**config.mk**
```make
export PLATFORM = sky130hd
export DESIGN_NAME = lsu_flat
export DESIGN_NICKNAME = d
export VERILOG_FILES = /design/src/rtl/lsu_pkg.sv /design/src/rtl/lsu_if.sv /design/src/rtl/lsu_align.sv /design/src/rtl/lsu.sv /design/src/flat_wrapper.sv
export SDC_FILE = /design/constraint.sdc
export NUM_CORES = 1
export LEC_CHECK = 0
export CORE_MARGIN = 2
export CORE_UTILIZATION = 35
export CTS_CLUSTER_DIAMETER = 40
export DETAILED_ROUTE_END_ITERATION = 10
export PLACE_DENSITY = 0.66
export SLEW_MARGIN = 20
export SYNTH_ARGS = -nofsm -noshare
export SYNTH_HDL_FRONTEND = slang
export SYNTH_SLANG_ARGS = --single-unit
```
**constraint.sdc**
```tcl
create_clock -name clk -period 2.5 [get_ports clk]
set_input_delay 0.5 -clock clk [delete_from_list [all_inputs] [get_ports clk]]
set_output_delay 0.5 -clock clk [all_outputs]
set_load 0.02 [all_outputs]
```
**src/rtl/lsu_pkg.sv**
```systemverilog
// Shared encodings for the load/store unit: size codes, byte-enable type and FSM states.
package lsu_pkg;

  localparam logic [1:0] SZ_B = 2'b00;
  localparam logic [1:0] SZ_H = 2'b01;
  localparam logic [1:0] SZ_W = 2'b10;

  localparam int ZEXT_BIT = 2;

  typedef logic [3:0] be_t;

  typedef enum logic [2:0] {
    IDLE,
    REQ,
    WAIT,
    REQ2,
    WAIT2,
    DONE
  } lsuState_e;

  function automatic be_t sizeMask(input logic [1:0] sz);
    case (sz)
      SZ_B:    return 4'b0001;
      SZ_H:    return 4'b0011;
      default: return 4'b1111;
    endcase
  endfunction

endpackage

```
**src/rtl/lsu_if.sv**
```systemverilog
// Single-outstanding request/grant/response data bus between the LSU and memory.
interface lsu_if #(
  parameter int ADDR_W = 32,
  parameter int DATA_W = 32
);
  import lsu_pkg::*;

  logic              bus_req;
  logic              bus_we;
  logic [ADDR_W-1:0] bus_addr;
  be_t               bus_be;
  logic [DATA_W-1:0] bus_wdata;
  logic              bus_gnt;
  logic              bus_rvalid;
  logic [DATA_W-1:0] bus_rdata;

  modport master (
    output bus_req, bus_we, bus_addr, bus_be, bus_wdata,
    input  bus_gnt, bus_rvalid, bus_rdata
  );

  modport slave (
    input  bus_req, bus_we, bus_addr, bus_be, bus_wdata,
    output bus_gnt, bus_rvalid, bus_rdata
  );

endinterface

```
**src/rtl/lsu_align.sv**
```systemverilog
// Combinational lane logic: store data positioning, byte enables for up to two words,
// and load extraction/merge with sign or zero extension.
module lsu_align
  import lsu_pkg::*;
(
  input  logic [1:0]  addrLo,
  input  logic [1:0]  size,
  input  logic        zext,
  input  logic [31:0] storeData,
  output logic [31:0] laneData,
  output be_t         beLo,
  output be_t         beHi,
  input  logic [31:0] wordLo,
  input  logic [31:0] wordHi,
  output logic [31:0] loadData
);

  logic [31:0] repl;
  logic [31:0] raw;
  logic [7:0]  mask8;
  logic [4:0]  sh;

  always_comb begin
    sh = {addrLo, 3'b000};

    case (size)
      SZ_B:    repl = {4{storeData[7:0]}};
      SZ_H:    repl = {2{storeData[15:0]}};
      default: repl = storeData;
    endcase
    // Rotating the replicated pattern serves both words of a split store.
    laneData = 32'({repl, repl} >> (6'd32 - {1'b0, sh}));

    mask8 = {4'b0000, sizeMask(size)} << addrLo;
    beLo  = mask8[3:0];
    beHi  = mask8[7:4];

    raw = 32'({wordHi, wordLo} >> sh);
    case (size)
      SZ_B:    loadData = zext ? {24'h0, raw[7:0]}  : {{24{raw[7]}}, raw[7:0]};
      SZ_H:    loadData = zext ? {16'h0, raw[15:0]} : {{16{raw[15]}}, raw[15:0]};
      default: loadData = raw;
    endcase
  end

endmodule

```
**src/rtl/lsu.sv**
```systemverilog
// Memory-stage load/store unit: sequences one bus access per M-stage load/store and stalls the pipe.
// LSU_MISALIGN_SPLIT_EN: when defined, misaligned accesses become two bus words instead of aborting.
//
// state | meaning
// IDLE  | no access in flight; latch bus fields when an access appears
// REQ   | first word requested, waiting for grant
// WAIT  | first read word outstanding
// REQ2  | second word of a split access requested
// WAIT2 | second read word outstanding
// DONE  | one unstalled cycle so the pipeline advances
module lsu
  import lsu_pkg::*;
#(
  parameter int ADDR_W = 32,
  parameter int DATA_W = 32
) (
  input  logic              clk,
  input  logic              reset,
  input  logic              memreadM,
  input  logic              memwriteM,
  input  logic [2:0]        memsizeM,
  input  logic [ADDR_W-1:0] aluoutM,
  input  logic [DATA_W-1:0] writedataM,
  output logic [DATA_W-1:0] readdataM,
  output logic              stallM,
  output logic              misalignM,
  lsu_if.master             bus
);

  lsuState_e state, stateNxt;

  logic [ADDR_W-1:0] busAddr;
  be_t               busBe;
  logic [DATA_W-1:0] busWdata;
  logic              busWe;
  logic              busReq;

  logic        access, illegal, abort, splitR;
  logic        loadDone, toSecond;
  logic [1:0]  size;
  logic [31:0] laneData, loadData, wordLo, wordHi;
  be_t         beLo, beHi;

  assign size    = memsizeM[1:0];
  assign access  = memreadM | memwriteM;
  assign illegal = (size == 2'b11);

  lsu_align uAlign (
    .addrLo   (aluoutM[1:0]),
    .size     (size),
    .zext     (memsizeM[ZEXT_BIT]),
    .storeData(writedataM),
    .laneData (laneData),
    .beLo     (beLo),
    .beHi     (beHi),
    .wordLo   (wordLo),
    .wordHi   (wordHi),
    .loadData (loadData)
  );

`ifdef LSU_MISALIGN_SPLIT_EN
  be_t         beHiR;
  logic [31:0] loWordR;

  assign abort  = illegal;
  assign wordLo = (state == WAIT) ? bus.bus_rdata : loWordR;
  assign wordHi = bus.bus_rdata;

  always_ff @(posedge clk or negedge reset) begin
    if (!reset) begin
      splitR  <= 1'b0;
      beHiR   <= '0;
      loWordR <= '0;
    end else if (state == IDLE && access) begin
      splitR <= (|beHi) & ~illegal;
      beHiR  <= beHi;
    end else if (state == WAIT && bus.bus_rvalid) begin
      loWordR <= bus.bus_rdata;
    end
  end
`else
  logic misaligned;
  logic unusedBeHi;

  assign splitR     = 1'b0;
  assign misaligned = (size == SZ_W && aluoutM[1:0] != 2'b00) || (size == SZ_H && aluoutM[0]);
  assign abort      = illegal | misaligned;
  assign wordLo     = bus.bus_rdata;
  assign wordHi     = '0;
  assign unusedBeHi = ^beHi;
`endif

  always_comb begin
    stateNxt = state;
    stallM   = 1'b0;
    busReq   = 1'b0;
    loadDone = 1'b0;
    toSecond = 1'b0;
    case (state)
      IDLE: begin
        stallM = access;
        if (access) stateNxt = abort ? DONE : REQ;
      end
      REQ: begin
        stallM = 1'b1;
        busReq = 1'b1;
        if (bus.bus_gnt) begin
          if (busWe) begin
            stateNxt = splitR ? REQ2 : DONE;
            toSecond = splitR;
          end else begin
            stateNxt = WAIT;
          end
        end
      end
      WAIT: begin
        stallM = 1'b1;
        if (bus.bus_rvalid) begin
          stateNxt = splitR ? REQ2 : DONE;
          toSecond = splitR;
          loadDone = ~splitR;
        end
      end
`ifdef LSU_MISALIGN_SPLIT_EN
      REQ2: begin
        stallM = 1'b1;
        busReq = 1'b1;
        if (bus.bus_gnt) stateNxt = busWe ? DONE : WAIT2;
      end
      WAIT2: begin
        stallM = 1'b1;
        if (bus.bus_rvalid) begin
          stateNxt = DONE;
          loadDone = 1'b1;
        end
      end
`endif
      DONE:    stateNxt = IDLE;
      default: stateNxt = IDLE;
    endcase
    // Keep stall low while reset is asserted even if the core presents an access.
    stallM = stallM & reset;
  end

  always_ff @(posedge clk or negedge reset) begin
    if (!reset) begin
      state     <= IDLE;
      busAddr   <= '0;
      busBe     <= '0;
      busWdata  <= '0;
      busWe     <= 1'b0;
      readdataM <= '0;
      misalignM <= 1'b0;
    end else begin
      state     <= stateNxt;
      misalignM <= 1'b0;
      if (state == IDLE && access) begin
        busAddr  <= {aluoutM[ADDR_W-1:2], 2'b00};
        busBe    <= beLo;
        busWdata <= laneData;
        busWe    <= memwriteM;
`ifndef LSU_MISALIGN_SPLIT_EN
        misalignM <= misaligned;
`endif
      end
`ifdef LSU_MISALIGN_SPLIT_EN
      if (toSecond) begin
        busAddr <= busAddr + ADDR_W'(4);
        busBe   <= beHiR;
      end
`endif
      if (loadDone) readdataM <= loadData;
    end
  end

  assign bus.bus_req   = busReq;
  assign bus.bus_we    = busWe;
  assign bus.bus_addr  = busAddr;
  assign bus.bus_be    = busBe;
  assign bus.bus_wdata = busWdata;

`ifndef LSU_MISALIGN_SPLIT_EN
  logic unusedToSecond;
  assign unusedToSecond = toSecond;
`endif

endmodule

```
**src/flat_wrapper.sv**
```systemverilog
// flat-port wrapper written by rule: the top's interface ports become plain ports
module lsu_flat import lsu_pkg::*;
#(
  parameter int ADDR_W = 32,
  parameter int DATA_W = 32
)
  (clk, reset, memreadM, memwriteM, memsizeM, aluoutM, writedataM, readdataM, stallM, misalignM, bus_bus_req, bus_bus_we, bus_bus_addr, bus_bus_be, bus_bus_wdata, bus_bus_gnt, bus_bus_rvalid, bus_bus_rdata);
  lsu_if #(.ADDR_W(ADDR_W), .DATA_W(DATA_W)) bus_i ();
  input  logic clk;
  input  logic reset;
  input  logic memreadM;
  input  logic memwriteM;
  input  logic [2:0] memsizeM;
  input  logic [ADDR_W-1:0] aluoutM;
  input  logic [DATA_W-1:0] writedataM;
  output logic [DATA_W-1:0] readdataM;
  output logic stallM;
  output logic misalignM;
  output wire logic [$bits(bus_i.bus_req)-1:0] bus_bus_req;
  output wire logic [$bits(bus_i.bus_we)-1:0] bus_bus_we;
  output wire logic [$bits(bus_i.bus_addr)-1:0] bus_bus_addr;
  output wire logic [$bits(bus_i.bus_be)-1:0] bus_bus_be;
  output wire logic [$bits(bus_i.bus_wdata)-1:0] bus_bus_wdata;
  input wire logic [$bits(bus_i.bus_gnt)-1:0] bus_bus_gnt;
  input wire logic [$bits(bus_i.bus_rvalid)-1:0] bus_bus_rvalid;
  input wire logic [$bits(bus_i.bus_rdata)-1:0] bus_bus_rdata;
  assign bus_bus_req = bus_i.bus_req;
  assign bus_bus_we = bus_i.bus_we;
  assign bus_bus_addr = bus_i.bus_addr;
  assign bus_bus_be = bus_i.bus_be;
  assign bus_bus_wdata = bus_i.bus_wdata;
  assign bus_i.bus_gnt = bus_bus_gnt;
  assign bus_i.bus_rvalid = bus_bus_rvalid;
  assign bus_i.bus_rdata = bus_bus_rdata;
  lsu #(.ADDR_W(ADDR_W), .DATA_W(DATA_W)) u_core (.clk(clk), .reset(reset), .memreadM(memreadM), .memwriteM(memwriteM), .memsizeM(memsizeM), .aluoutM(aluoutM), .writedataM(writedataM), .readdataM(readdataM), .stallM(stallM), .misalignM(misalignM), .bus(bus_i));
endmodule
```
# After elaboration in Yosys (flattened, before gate mapping)

Cells that the tools add are included.

Bits in registers: 103
Word-level logic and storage cells: 47
Input port bits: 105
Output and inout port bits: 104

Muxes and demuxes: 16
Equality and inequality tests: 8
Bitwise operators: 3
Shift operators: 3
Reduce and logical (&&, ||, !) cells: 9
Add/sub/neg operators: 1

Operators with widths:

| cell                                                  | number |
|---|---|
| case mux 32 bit (2 select lines)                      | 2 |
| 2-to-1 mux 32 bit                                     | 2 |
| right shift 64 x 6 -> 32 bit                          | 1 |
| right shift 32 x 5 -> 32 bit                          | 1 |
| 2-to-1 mux 3 bit                                      | 5 |
| case mux 3 bit (3 select lines)                       | 1 |
| case mux 4 bit (2 select lines)                       | 1 |
| subtractor 6 x 5 -> 6 bit, first input constant       | 1 |
| equality test 2 bit, second input constant            | 2 |
| 2-to-1 mux 1 bit                                      | 4 |
| inequality test 2 bit, second input constant          | 2 |
| left shift 4 x 2 -> 4 bit                             | 1 |
| equality test 3 x 1 -> 1 bit, second input constant   | 1 |
| equality test 3 x 2 -> 1 bit, second input constant   | 1 |
| logical AND 1 bit                                     | 3 |
| zero test 3 bit                                       | 1 |
| AND reduction 3 bit                                   | 1 |
| equality test 2 x 1 -> 1 bit, second input constant   | 1 |
| zero test 2 bit                                       | 1 |
| inequality test 2 x 1 -> 1 bit, second input constant | 1 |
| bitwise OR 1 bit                                      | 2 |
| case mux 1 bit (2 select lines)                       | 1 |
| nonzero test 2 bit                                    | 1 |
| OR reduction 2 bit                                    | 1 |
| 2 further kinds                                       | 2 |

# Longest topological paths before layout

Gate-level depths: netlist of the first run.

Word-level depth: 7
Depth in mapped cells: 9
Depth with buffers taken out: 6

# Modules after synthesis

A second synthesis of the first run with hierarchy kept.

Cell total of the unflattened synthesis: 539
Area, all modules: 6256.0 um2

Modules (own cells, without submodules):

| module    | seq. area each (um2) | cells an instance | area each (um2) | times used |
|---|---|---|---|---|
| lsu       | 2577.5               | 245               | 4031.4          | 1 |
| lsu_align | 0.0                  | 294               | 2224.6          | 1 |

# Least setup slack after synthesis of the first run

Ideal clock, no wire load.

Path kind: input -> register
From: input port aluoutM[0]
To: register u_core.busWdata[29], in the netlist u_core.bus.bus_wdata[29]
Required time: 2.374 ns
Path buffers: 3
Library setup time: 0.126 ns
Arrival time: 2.273 ns
Stages: 9
Path slack: 0.101 ns
Cell sequence: buf_6 clkbuf_1 inv_2 ha_1 nor2b_1 nand3b_1 clkbuf_1 nor2_1 a221o_1

Word-level cells in the longest chain between the ends: 2

RTL lines:

| element                      | RTL line           | text |
|---|---|---|
| from (decl)                  | flat_wrapper.sv:14 | `input logic [ADDR_W-1:0] aluoutM;` |
| subtractor 6 x 5 -> 6 bit    | lsu_align.sv:32    | `laneData = 32'({repl, repl} >> (6'd32 - {1'b0, sh}));` |
| right shift 64 x 6 -> 32 bit | lsu_align.sv:32    |  |
| to (signal assigned)         | lsu.sv:160         | `busWdata <= laneData;` |
| to (decl)                    | lsu.sv:34          | `logic [DATA_W-1:0] busWdata;` |

Every way passes these cells.
A chain may end at the register's enable or synchronous reset.

# Worst setup path after layout of the first run

From: register u_core.state[2]
To: output port stallM

Word-level cells in the longest chain between the ends: 4
Elaborated cells between the ends (all ways): 6
Those cells by class: 2 x eq/ne; 1 x mux; 1 x bitwise; 2 x reduce/logical

RTL lines:

| element                                                                      | RTL line           | text |
|---|---|---|
| from (decl)                                                                  | lsu.sv:30          | `lsuState_e state, stateNxt;` |
| from (signal assigned)                                                       | lsu.sv:155         | `state <= stateNxt;` |
| equality test 3 x 1 -> 1 bit or equality test 3 x 2 -> 1 bit (tied branches) | lsu.sv:99          | `case (state)` |
| OR reduction 2 bit (no source line)                                          | -                  |  |
| case mux 1 bit (2 select lines) *                                            | lsu.sv:99          |  |
| AND 1 bit *                                                                  | lsu.sv:142         | `stallM = stallM & reset;` |
| to (decl)                                                                    | flat_wrapper.sv:17 | `output logic stallM;` |

Every way passes the cells marked *; elsewhere a longest branch is shown, timed or not.

==> results.md, run 1 <==
* Leakage at about 3.7 nW
* Final hold viol count at 0
* Crit path DAT at between 1.5 and 2 ns
* Final-report setup violation count at 0
* Initial antenna violation count at 0
* Top cells by area, synth: sky130_fd_sc_hd__dfrtp_1, sky130_fd_sc_hd__nand2_1, sky130_fd_sc_hd__mux2i_1
* Routed wire length per instance at around 18 um
* Detail Placement HPWL at between 10000 and 15000 um
* Hold Path Class: in2async
* Kind of critical path: reg2out
* Status: complete, no violations
* Register area share after synthesis at between 40% and 50%
* Highest achievable clock rate at approximately 0.43 GHz
* Count of max-cap constraint violations at 0
* IO Count at 209
* Non-Filler Instances at between 1000 and 1500
* Number of port buffers at ~210
* Power density over the cells at 1074 nW/um^2
* Maximum cell stage delay along the critical path at 0.45 ns
* Cell count after placement at 1005
* Remaining global-route overflow at 0
* Power consumption at roughly 9 mW
* Diodes inserted at 0
* CP required at ~2.0 ns
* Number of clock sinks seen by CTS at roughly 100
* Cell with the most instances after synthesis: sky130_fd_sc_hd__nand2_1
* Clock latency on the worst-skew pair at around 0.35 ns
* Vertical die dimension at roughly 130 um
* Worst-case register-to-register setup slack at roughly 0.4 ns
* Primary FF master, synth: sky130_fd_sc_hd__dfrtp_1
* Number of synthesized register bits at 103
* Post-route ant nets at 0
* Layout fillers at ~1400
* Final Cycle Share at 93.32%
* Post-Synthesis Cell Area at between 5000 and 6000 sq um
* Number of vias per cell after detailed routing at between 5 and 6
* Number of DRC markers after the initial detailed-route iteration at roughly 380
* Starting density of the core at between 30% and 40%
* Count of pins over their slew limit at 0
* Maximum level of the CTS H-tree at 3
* Min Hold Slack at around 0.29 ns
* First-pass GRT wire length at 27650 um
* Critical path startpoint category: flop
* Dominant cell type by area after synthesis: sky130_fd_sc_hd__dfrtp_1
* Nature of the critical path endpoint: output pin
* Mean area per synthesized cell at roughly 9 sq um
* Register cell area after layout at about 2600 sq um
* Gr usage total at between 20% and 30%
* Cells after synthesis at 598
* Placeable Area at between 15000 and 20000 sq um
* Floorplan die area at approximately 17000 sq um
* Unrepaired setup endpoints after global routing: no
* Via count of the first global-routing pass at slightly above 5000
* TritonCTS clock tree: built
* Yosys warning count at 0
* Most instantiated cells after synthesis: sky130_fd_sc_hd__nand2_1, sky130_fd_sc_hd__dfrtp_1, sky130_fd_sc_hd__nor2_1
* Number of distinct library cells after synthesis at just over 50
* Largest delay contributor family on the critical path: simple AND/OR/NAND/NOR gates
* Number of setup buffers added after CTS at 0
* Proportion of register bits with asynchronous set or reset after synthesis at between 90% and 100%
* Footprint of the multi-input gates at 2719 sq um
* Clock buffer depth at 2
* Num CTS Buffers at 9
* Max FO, Critical Path at 7
* Pin count of the biggest net entering global routing at 54
* Fraction of final layout cells with drive strength greater than 1 at 10.99%
* Yosys top cell area share at 46.64%
* Total Routed Length at approximately 18000 um
* IR drop worst, VDD at a little under 0.0005 V
* EDFF count, synth at 0
* Detailed-router iteration count before antenna repair at 5
* Number of remaining DRC errors at 0
* Final setup skew at about 0.0086 ns
* Crit-path slowest cell: sky130_fd_sc_hd__dfrtp_1
* Total via count in the routed design at around 5300
* Final nets at ~910
* Global placer's final weighted congestion at ~0.9
* Total negative slack at 0 ns
* Clock slew at reported path FFs at around 0.07 ns
* Number of core rows at 45
* Worst max-slew margin expressed relative to the limit at around 56%
* Worst-path cell chain: or3_1 > nor2_2 > o21a_1 > dlygate4sd2_1
* Post-synthesis to final-layout area growth at 49.17%
* Actual slew at the worst max-slew pin at 0.6622 ns
* Minimum clock period at approximately 2.3 ns
* Root buffer cell: sky130_fd_sc_hd__clkbuf_16
* Post-CTS Hold Buffers at 0
* Number of buffer and inverter stages on the critical path at 1
* Chip width at approximately 130 um
## worst paths after layout
kind	endpoint	from	cells after the start
max	stallM	u_core.state[2]	4
min	u_core.bus.bus_addr[2]	reset	2
max reg2reg	u_core.bus.bus_wdata[9]	u_core.state[2]	6
min reg2reg	u_core.bus.bus_addr[30]	u_core.bus.bus_addr[30]	2
max in group asynchronous	u_core.bus.bus_wdata[23]	reset	3
min in group clk	u_core.bus.bus_addr[30]	u_core.bus.bus_addr[30]	2
## worst register-to-register path, stage by stage (launching register included)
cell	delay [ns]
sky130_fd_sc_hd__dfrtp_1	0.45
sky130_fd_sc_hd__or3_1	0.44
sky130_fd_sc_hd__nor2_2	0.13
sky130_fd_sc_hd__buf_4	0.36
sky130_fd_sc_hd__nand2_1	0.12
sky130_fd_sc_hd__buf_4	0.21
sky130_fd_sc_hd__o221a_2	0.27
## through the flow
step           worst slack (ns)  util [%]  area [sq um]
4_1_cts                  0.1640     53.83          8244
3_3_place_gp            0.07744     51.94          7955
3_5_place_dp            0.01208     51.94          7955
5_1_grt                 0.04940     53.83          8244
6_report                 0.1670     53.83          8244
2_1_floorplan            0.1011         -          5530
## kinds of logic (layout without fill, tap and decap cells)
| kind of cell | after synthesis | in the layout | synth area share (%) |
|---|---|---|---|
| AOI/OAI and AO/OA | 131 | 131 | 17.61 |
| adders and majority gates | 1 | 1 | 0.2264 |
| buffers and inverters | 59 | 270 | 4.483 |
| DFF | 103 | 103 | 46.64 |
| muxes | 63 | 63 | 12.13 |
| other | 1 | 2 | 0.06785 |
| and+or+nand+nor | 240 | 240 | 18.84 |
## where the power goes
part	internal (mW)	switching, mW
sequential	2.42	0.437
clock	0.718	0.676
combinational	2.18	2.42
total	5.32	3.54
## sequential cells by signal (all words and copies together), names as in the netlist
signal / flops
u_core.readdataM: 32
u_core.bus.bus_we: 1
u_core.misalignM: 1
u_core.state: 3
u_core.bus.bus_be: 4
u_core.bus.bus_wdata: 32
u_core.bus.bus_addr: 30
## final cells by class
type	count	share of cell area, %
multi-input combinational	437	32.98
sequential	103	31.26
timing repair buffer	240	28.40
tap	211	3.202
clock buffer	10	2.899
inverter	14	0.6374
clock inverter	6	0.6222
## placed cells by master, fill, tap and decap left out, drive strengths merged, types with 7 or more instances in the layout
cell type	netlist	final
mux2	22	22
nor2b	13	13
inv	14	17
dfrtp	103	103
o21ai	31	31
buf	15	37
a221o	22	22
nand2	135	135
o221a	7	7
mux2i	40	40
a21oi	22	22
o221ai	8	8
a2bb2oi	7	7
nor3	11	11
and2	8	8
clkdlybuf4s50	0	202
nor2	42	42
nand3	17	17
a222oi	7	7
clkbuf	30	10
o22ai	8	8
## layer usage
| metal | vias to the layer above | track usage, % | share of wire [%] |
|---|---|---|---|
| li1 | 2540 | - | - |
| met1 | 2529 | 30.65 | 47 |
| met2 | 236 | 31.54 | 44 |
| met3 | 37 | 3.386 | 6.3 |
| met4 | 0 | 8.159 | 2.6 |
| met5 | - | 0 | 0 |
## what timing repair did
item / in CTS / in global routing
gates resized for setup: 1 / 0
hold endpoints to repair: 0 / 0
endpoints found under the setup margin: 1 / 0
Power figures use the tool's default switching activity.
==> inputs of run 2 (changes only) <==
--- a/config.mk
+++ b/config.mk
@@ -5,10 +5,12 @@
 export SDC_FILE = /design/constraint.sdc
 export NUM_CORES = 1
 export LEC_CHECK = 0
-export CORE_MARGIN = 2
+export CORE_MARGIN = 3
 export CORE_UTILIZATION = 35
 export CTS_CLUSTER_DIAMETER = 40
+export CTS_CLUSTER_SIZE = 20
 export DETAILED_ROUTE_END_ITERATION = 10
+export GPL_TIMING_DRIVEN = 0
 export PLACE_DENSITY = 0.66
 export SLEW_MARGIN = 20
 export SYNTH_ARGS = -nofsm -noshare
==> results.md, run 2 (synthesized netlist as in run 1, its figures left out) <==
* Post-route ant nets at 0 (unchanged)
* Switching Fraction at 40.52% (+0.58 points)
* Placeable Area at 15310 sq um (unchanged)
* Cell count after placement at 1016 (+1.1%)
* R2r worst-path depth at 5 (-1)
* Critical path startpoint category: input port
* Minimum clock period at 2.404 ns (+0.07145 ns)
* Sw power at 3.606 mW (+2.0%)
* Detail Placement HPWL at 15460 um (+14%)
* Non-Filler Instances at 1033 (+1.2%)
* Global placer's final weighted congestion at 0.9400 (+5.4%)
* Total via count in the routed design at 5571 (+4.3%)
* Routed wire length per instance at 19.93 um (+13%)
* Post-CTS Hold Buffers at 0 (unchanged)
* Number of vias per cell after detailed routing at 5.393 (+3.1%)
* CP required at 2.77 ns (+0.77 ns)
* Num CTS Buffers at 9 (unchanged)
* Maximum level of the CTS H-tree at 3 (unchanged)
* Register cell area after layout at 2580 sq um (about the same)
* Kind of critical path: in2reg
* Gr usage total at 23.35% (+2.3 points)
* Worst max-slew margin expressed relative to the limit at 54.31% (-1.5 points)
* Final nets at 923 (+1.3%)
* Chip width at 131.7 um (+1.5%)
* Total Routed Length at 20590 um (+15%)
* Crit Reg-Reg Endpoint: u_core.bus.bus_wdata[28]
* Number of DRC markers after the initial detailed-route iteration at 486 (+28%)
* Fraction of final layout cells with drive strength greater than 1 at 10.71% (-0.28 points)
* First-pass GRT wire length at 32330 um (+17%)
* Nature of the critical path endpoint: flop
* Max FO, Critical Path at 10 (+3)
* Count of max-cap constraint violations at 0 (unchanged)
* Clock buffer depth at 2 (unchanged)
* Min Hold Slack at 0.07611 ns (-0.2157 ns)
* Finished Cell Area at 8268 sq um (+0.29%)
* TritonCTS clock tree: built
* Part of the total power dissipated in the clock network at 15.2% (-0.5 points)
* Combinational share of power at 52.2% (+0.2 points)
* Hold Path Class: in2async
* Cell internal power dissipation at 5.294 mW (-0.45%)
* Power density over the cells at 1077 nW/um^2 (+0.24%)
* Worst-case register-to-register setup slack at 0.24 ns (-0.16 ns)
* Number of port buffers at 205 (-0.49%)
* Clock latency on the worst-skew pair at 0.35 ns (about the same)
* Post-synthesis to final-layout area growth at 49.60%
* Detailed-router iteration count before antenna repair at 5 (unchanged)
* Layout fillers at 1389 (-0.64%)
* Floorplan die area at 17330 sq um (+3.1%)
* Number of core rows at 45 (unchanged)
* Final Cycle Share at 96.18% (+2.9 points)
* Remaining global-route overflow at 0 (unchanged)
* Number of clock sinks seen by CTS at 103 (unchanged)
* Starting density of the core at 36.09% (unchanged)
* Highest-count cells in the layout ignoring fill and taps: sky130_fd_sc_hd__clkdlybuf4s50_1, sky130_fd_sc_hd__nand2_1, sky130_fd_sc_hd__dfrtp_1
* Highest achievable clock rate at 0.4159 GHz (-3.0%)
* Sequential share of power at 32.5% (+0.3 points)
* FF-to-FF Start: u_core.state[1]
* Root buffer cell: sky130_fd_sc_hd__clkbuf_16
* Power consumption at 8.901 mW (+0.53%)
* Initial antenna violation count at 0 (unchanged)
* Footprint of the multi-input gates at 2770 sq um (+1.9%)
* Final-report setup violation count at 0 (unchanged)
* Pin count of the biggest net entering global routing at 57 (+5.6%)
* Most common cell after layout, fill and taps aside: sky130_fd_sc_hd__clkdlybuf4s50_1
* Final hold viol count at 0 (unchanged)
* Leakage at 3.639 nW (-0.49%)
* IR drop worst, VDD at 0.0004684 V (-4.0%)
* Cell area after placement at 7875 sq um (-1.0%)
* Crit path DAT at 2.67 ns (+0.84 ns)
* Diodes inserted at 0 (unchanged)
* Unrepaired setup endpoints after global routing: no
* Vertical die dimension at 131.7 um (+1.5%)
* Clock slew at reported path FFs at 0.07 ns (about the same)
* Via count of the first global-routing pass at 5530 (+7.1%)
* IO Count at 209 (unchanged)
* Actual slew at the worst max-slew pin at 0.6853 ns (+0.02313 ns)
* Number of remaining DRC errors at 0 (unchanged)
* Status: complete, no violations
* Count of pins over their slew limit at 0 (unchanged)
* Final setup skew at 0.008097 ns (-0.0005205 ns)
==> run 2: cell count changes in the layout (fill, tap and decap cells not counted), sizes merged <==
cell | previous run | this run
clkinvlp | 3 | 0
dlymetal6s2s | 0 | 1
clkinv | 0 | 2
buf | 37 | 22
inv | 17 | 16
clkbuf | 10 | 39
dlygate4sd2 | 1 | 0
==> run 2: critical path: stages <==
cell                              delay (ns)
sky130_fd_sc_hd__clkdlybuf4s50_1        0.49
sky130_fd_sc_hd__buf_6                  0.17
sky130_fd_sc_hd__buf_4                  0.22
sky130_fd_sc_hd__inv_6                  0.09
sky130_fd_sc_hd__ha_4                   0.27
sky130_fd_sc_hd__or3_4                  0.48
sky130_fd_sc_hd__clkbuf_4               0.23
sky130_fd_sc_hd__o21ai_0                0.20
==> run 2: layout make-up <==
type / instances / share of cell area (%)
repair buffers: 209 / 25.41
flip-flops and latches: 103 / 31.20
multi-input cells: 437 / 33.50
clock inverters: 4 / 0.3329
well taps: 211 / 3.193
inverters: 14 / 0.6961
plain buffers: 43 / 2.679
clock buffers: 12 / 2.981
==> run 2: timing repair <==
item	4_1_cts	5_1_grt
buffers inserted	2	1
setup endpoints to repair	35	44
pin swaps	0	1
gates resized for setup	26	18
==> run 2: worst max-delay path by stage <==
stage / end / cells after the start / slack [ns] / start
2_1_floorplan: u_core.bus.bus_wdata[29] / 9 / 0.10 / aluoutM[0]
3_3_place_gp: stallM / 3 / -3.34 / reset
3_5_place_dp: u_core.bus.bus_wdata[29] / 10 / -1.21 / aluoutM[0]
4_1_cts: u_core.readdataM[13] / 8 / 0.006 / aluoutM[0]
5_1_grt: u_core.bus.bus_wdata[24] / 6 / 0.005 / memsizeM[1]
6_report: u_core.bus.bus_wdata[22] / 8 / 0.1 / aluoutM[0]
==> run 2: power groups by stage <==
stage          Sequential, mW  Combinational [mW]  Clock [mW]
2_1_floorplan            3.71                1.47           0
3_3_place_gp             2.89                4.51           0
3_5_place_dp             2.92                4.57           0
4_1_cts                  2.90                4.66        1.39
5_1_grt                  2.98                4.99        1.45
6_report                 2.90                4.65        1.36
==> run 2: metrics by stage <==
stage          setup TNS [ns]  util, %  setup slack (ns)
6_report                    0    53.99           0.09553
5_1_grt                     0    53.99          0.005216
4_1_cts                     0    53.79          0.006133
3_5_place_dp           -43.82    51.42            -1.213
3_3_place_gp          -347.46    51.23            -3.340
2_1_floorplan               0        -            0.1011
==> run 2: routing by layer <==
| layer | share of wire (%) | global-route usage (%) | vias up |
|---|---|---|---|
| met5 | 0 | 0 | - |
| li1 | - | - | 2570 |
| met3 | 7.1 | 4.364 | 27 |
| met4 | 1.8 | 7.410 | 0 |
| met1 | 46 | 33.64 | 2717 |
| met2 | 45 | 35.59 | 257 |
==> inputs of run 3 (changes only) <==
--- a/config.mk
+++ b/config.mk
@@ -11,7 +11,7 @@
 export CTS_CLUSTER_SIZE = 20
 export DETAILED_ROUTE_END_ITERATION = 10
 export GPL_TIMING_DRIVEN = 0
-export PLACE_DENSITY = 0.66
+export PLACE_DENSITY = 0.68
 export SLEW_MARGIN = 20
 export SYNTH_ARGS = -nofsm -noshare
 export SYNTH_HDL_FRONTEND = slang
==> constraint.sdc (replaced) <==
create_clock -name clk -period 2.1 [get_ports clk]
set_input_delay 0.42 -clock clk [delete_from_list [all_inputs] [get_ports clk]]
set_output_delay 0.42 -clock clk [all_outputs]
set_load 0.02 [all_outputs]
==> results.md, run 3 (synthesized netlist as in run 1, its figures left out) <==
* Status: finished with violations
* Violations in the final reports: hold timing
* Maximum cell stage delay along the critical path at 0.52 ns (+0.03 ns)
* Gr usage total at 23.29% (-0.058 points)
* Cell count after placement at 1016 (unchanged)
* Routed wire length per instance at 19.50 um (-2.2%)
* Count of pins over their slew limit at 0 (unchanged)
* Maximum level of the CTS H-tree at 3 (unchanged)
* Detail Placement HPWL at 15020 um (-2.8%)
* Final core utilization at 55.56% (+1.6 points)
* Sw power at 4.358 mW (+21%)
* IR drop worst, VDD at 0.0005152 V (+10%)
* CP required at 1.68 ns (-1.09 ns)
* Vertical die dimension at 131.7 um (unchanged)
* Number of vias per cell after detailed routing at 5.320 (-1.4%)
* Starting density of the core at 36.09% (unchanged)
* Diodes inserted at 0 (unchanged)
* IO Count at 209 (unchanged)
* Num CTS Buffers at 9 (unchanged)
* Actual slew at the worst max-slew pin at 0.6576 ns (-0.02774 ns)
* Sequential share of power at 31.5% (-1.0 points)
* Count of max-cap constraint violations at 0 (unchanged)
* Number of DRC markers after the initial detailed-route iteration at 400 (-18%)
* Cell area after placement at 7888 sq um (+0.16%)
* Critical Path Sink: stallM
* R2r worst-path depth at 5 (unchanged)
* Fraction of final layout cells with drive strength greater than 1 at 13.33% (+2.6 points)
* Critical path startpoint category: input port
* Start point of the critical path: memwriteM
* Hold Path Class: in2async
* Worst setup timing slack at the placement stage at -1.072 ns (+0.1409 ns)
* Remaining global-route overflow at 0 (unchanged)
* Unrepaired setup endpoints after global routing: yes
* Highest-count cells in the layout ignoring fill and taps: sky130_fd_sc_hd__clkdlybuf4s50_1, sky130_fd_sc_hd__nand2_1, sky130_fd_sc_hd__dfrtp_1
* Floorplan die area at 17330 sq um (unchanged)
* Crit Reg-Reg Endpoint: u_core.bus.bus_wdata[28]
* Total Routed Length at 20360 um (-1.1%)
* Worst-case setup margin in the final layout at 0.01207 ns (-0.08346 ns)
* Combinational share of power at 52.0% (-0.2 points)
* Total negative slack at 0 ns (unchanged)
* Final hold viol count at 1 (+1)
* Non-Filler Instances at 1044 (+1.1%)
* Root buffer cell: sky130_fd_sc_hd__clkbuf_16
* Number of clock sinks seen by CTS at 103 (unchanged)
* Global placer's final weighted congestion at 0.9382 (-0.19%)
* Number of port buffers at 205 (unchanged)
* Number of core rows at 45 (unchanged)
* Initial antenna violation count at 0 (unchanged)
* Min Hold Slack at -0.001915 ns (-0.07802 ns)
* Detailed-router iteration count before antenna repair at 5 (unchanged)
* Minimum clock period at 2.088 ns
* Final nets at 934 (+1.2%)
* Total via count in the routed design at 5554 (-0.31%)
* Kind of critical path: in2out
* TritonCTS clock tree: built
* Final setup skew at 0.008921 ns (+0.0008231 ns)
* Chip width at 131.7 um (unchanged)
* Pin count of the biggest net entering global routing at 54 (-5.3%)
* Via count of the first global-routing pass at 5802 (+4.9%)
* Clock buffer depth at 2 (unchanged)
* Switching Fraction at 40.06% (-0.46 points)
* FF-to-FF Start: u_core.state[0]
* Clock latency on the worst-skew pair at 0.36 ns (about the same)
* Worst-path cell chain: clkdlybuf4s50_1 > nor2_4 > nor2_4 > buf_6 > o21a_1 > buf_6
* Part of the total power dissipated in the clock network at 16.4% (+1.2 points)
* Post-route ant nets at 0 (unchanged)
* Highest achievable clock rate at 0.4789 GHz
* Worst-case register-to-register setup slack at 0.12 ns (-0.12 ns)
* Power density over the cells at 1278 nW/um^2 (+19%)
* Final Cycle Share at 99.43%
* Finished Cell Area at 8509 sq um (+2.9%)
* Worst max-slew margin expressed relative to the limit at 56.16% (+1.8 points)
* Crit-path slowest cell: sky130_fd_sc_hd__clkdlybuf4s50_1
* Final-report setup violation count at 0 (unchanged)
* Nature of the critical path endpoint: output pin
* Number of remaining DRC errors at 0 (unchanged)
* Placeable Area at 15310 sq um (unchanged)
* Leakage at 3.771 nW (+3.6%)
* Post-synthesis to final-layout area growth at 53.97%
* Max FO, Critical Path at 4 (-6)
* Clock slew at reported path FFs at 0.07 ns (about the same)
* First-pass GRT wire length at 32240 um (-0.26%)
* Power consumption at 10.88 mW (+22%)
* Crit path DAT at 1.67 ns (-1.00 ns)
* Cell internal power dissipation at 6.520 mW (+23%)
* Most common cell after layout, fill and taps aside: sky130_fd_sc_hd__clkdlybuf4s50_1
-- run 3: cell count changes in the layout (fill, tap and decap cells not counted), sizes merged --
cell | previous run | this run
buf | 22 | 30
clkdlybuf4s50 | 202 | 198
clkinvlp | 0 | 2
dlygate4sd2 | 0 | 2
dlymetal6s2s | 1 | 3
bufinv | 0 | 1
clkbuf | 39 | 40
inv | 16 | 15
-- run 3: area by class of cell --
cell class | instances | area [sq um]
Buffer | 43 | 279.0
Clock buffer | 10 | 239.0
Clock inverter | 6 | 75.07
Fill cell | 1383 | 6805
Inverter | 14 | 61.31
Multi-Input combinational cell | 437 | 2811
Sequential cell | 103 | 2581
Tap cell | 211 | 264.0
Timing Repair Buffer | 220 | 2198
-- run 3: worst max-delay path, delay by kind of cell --
kind	cells	cell delay [ns]
compound gates	1	0.17
buf+inv	3	0.76
simple gates	2	0.30
-- run 3: worst min path at each step --
stage | endpoint | depth (start not counted)
CTS | u_core.bus.bus_addr[3] | 1
floorplan | u_core.bus.bus_addr[10] | 0
global placement | u_core.bus.bus_addr[17] | 2
finish | u_core.bus.bus_addr[5] | 1
detailed placement | u_core.bus.bus_addr[5] | 1
global route | u_core.bus.bus_addr[3] | 1
-- run 3: power by group through the flow --
stage	Sequential, mW	Clock, mW	Combinational [mW]
final	3.43	1.79	5.66
after global routing	3.54	1.89	6.06
after floorplan	4.42	0	1.75
after global placement	3.42	0	5.37
after CTS	3.43	1.83	5.61
after detailed placement	3.45	0	5.46
-- run 3: repair_timing --
item                                    CTS  global route
setup buffers                             8             5
gates resized for setup                  50            19
pin swaps                                 3             4
hold buffers                              0             0
endpoints found under the setup margin   79            57
cloned                                    1             0
-- run 3: per-layer routing --
layer	global-route usage, %	wire length, um	up-vias
met1	31.82	9058	2697
met3	5.360	1365	31
met4	9.218	448	0
met5	0	0	-
li1	-	-	2590
met2	35.87	9489	236
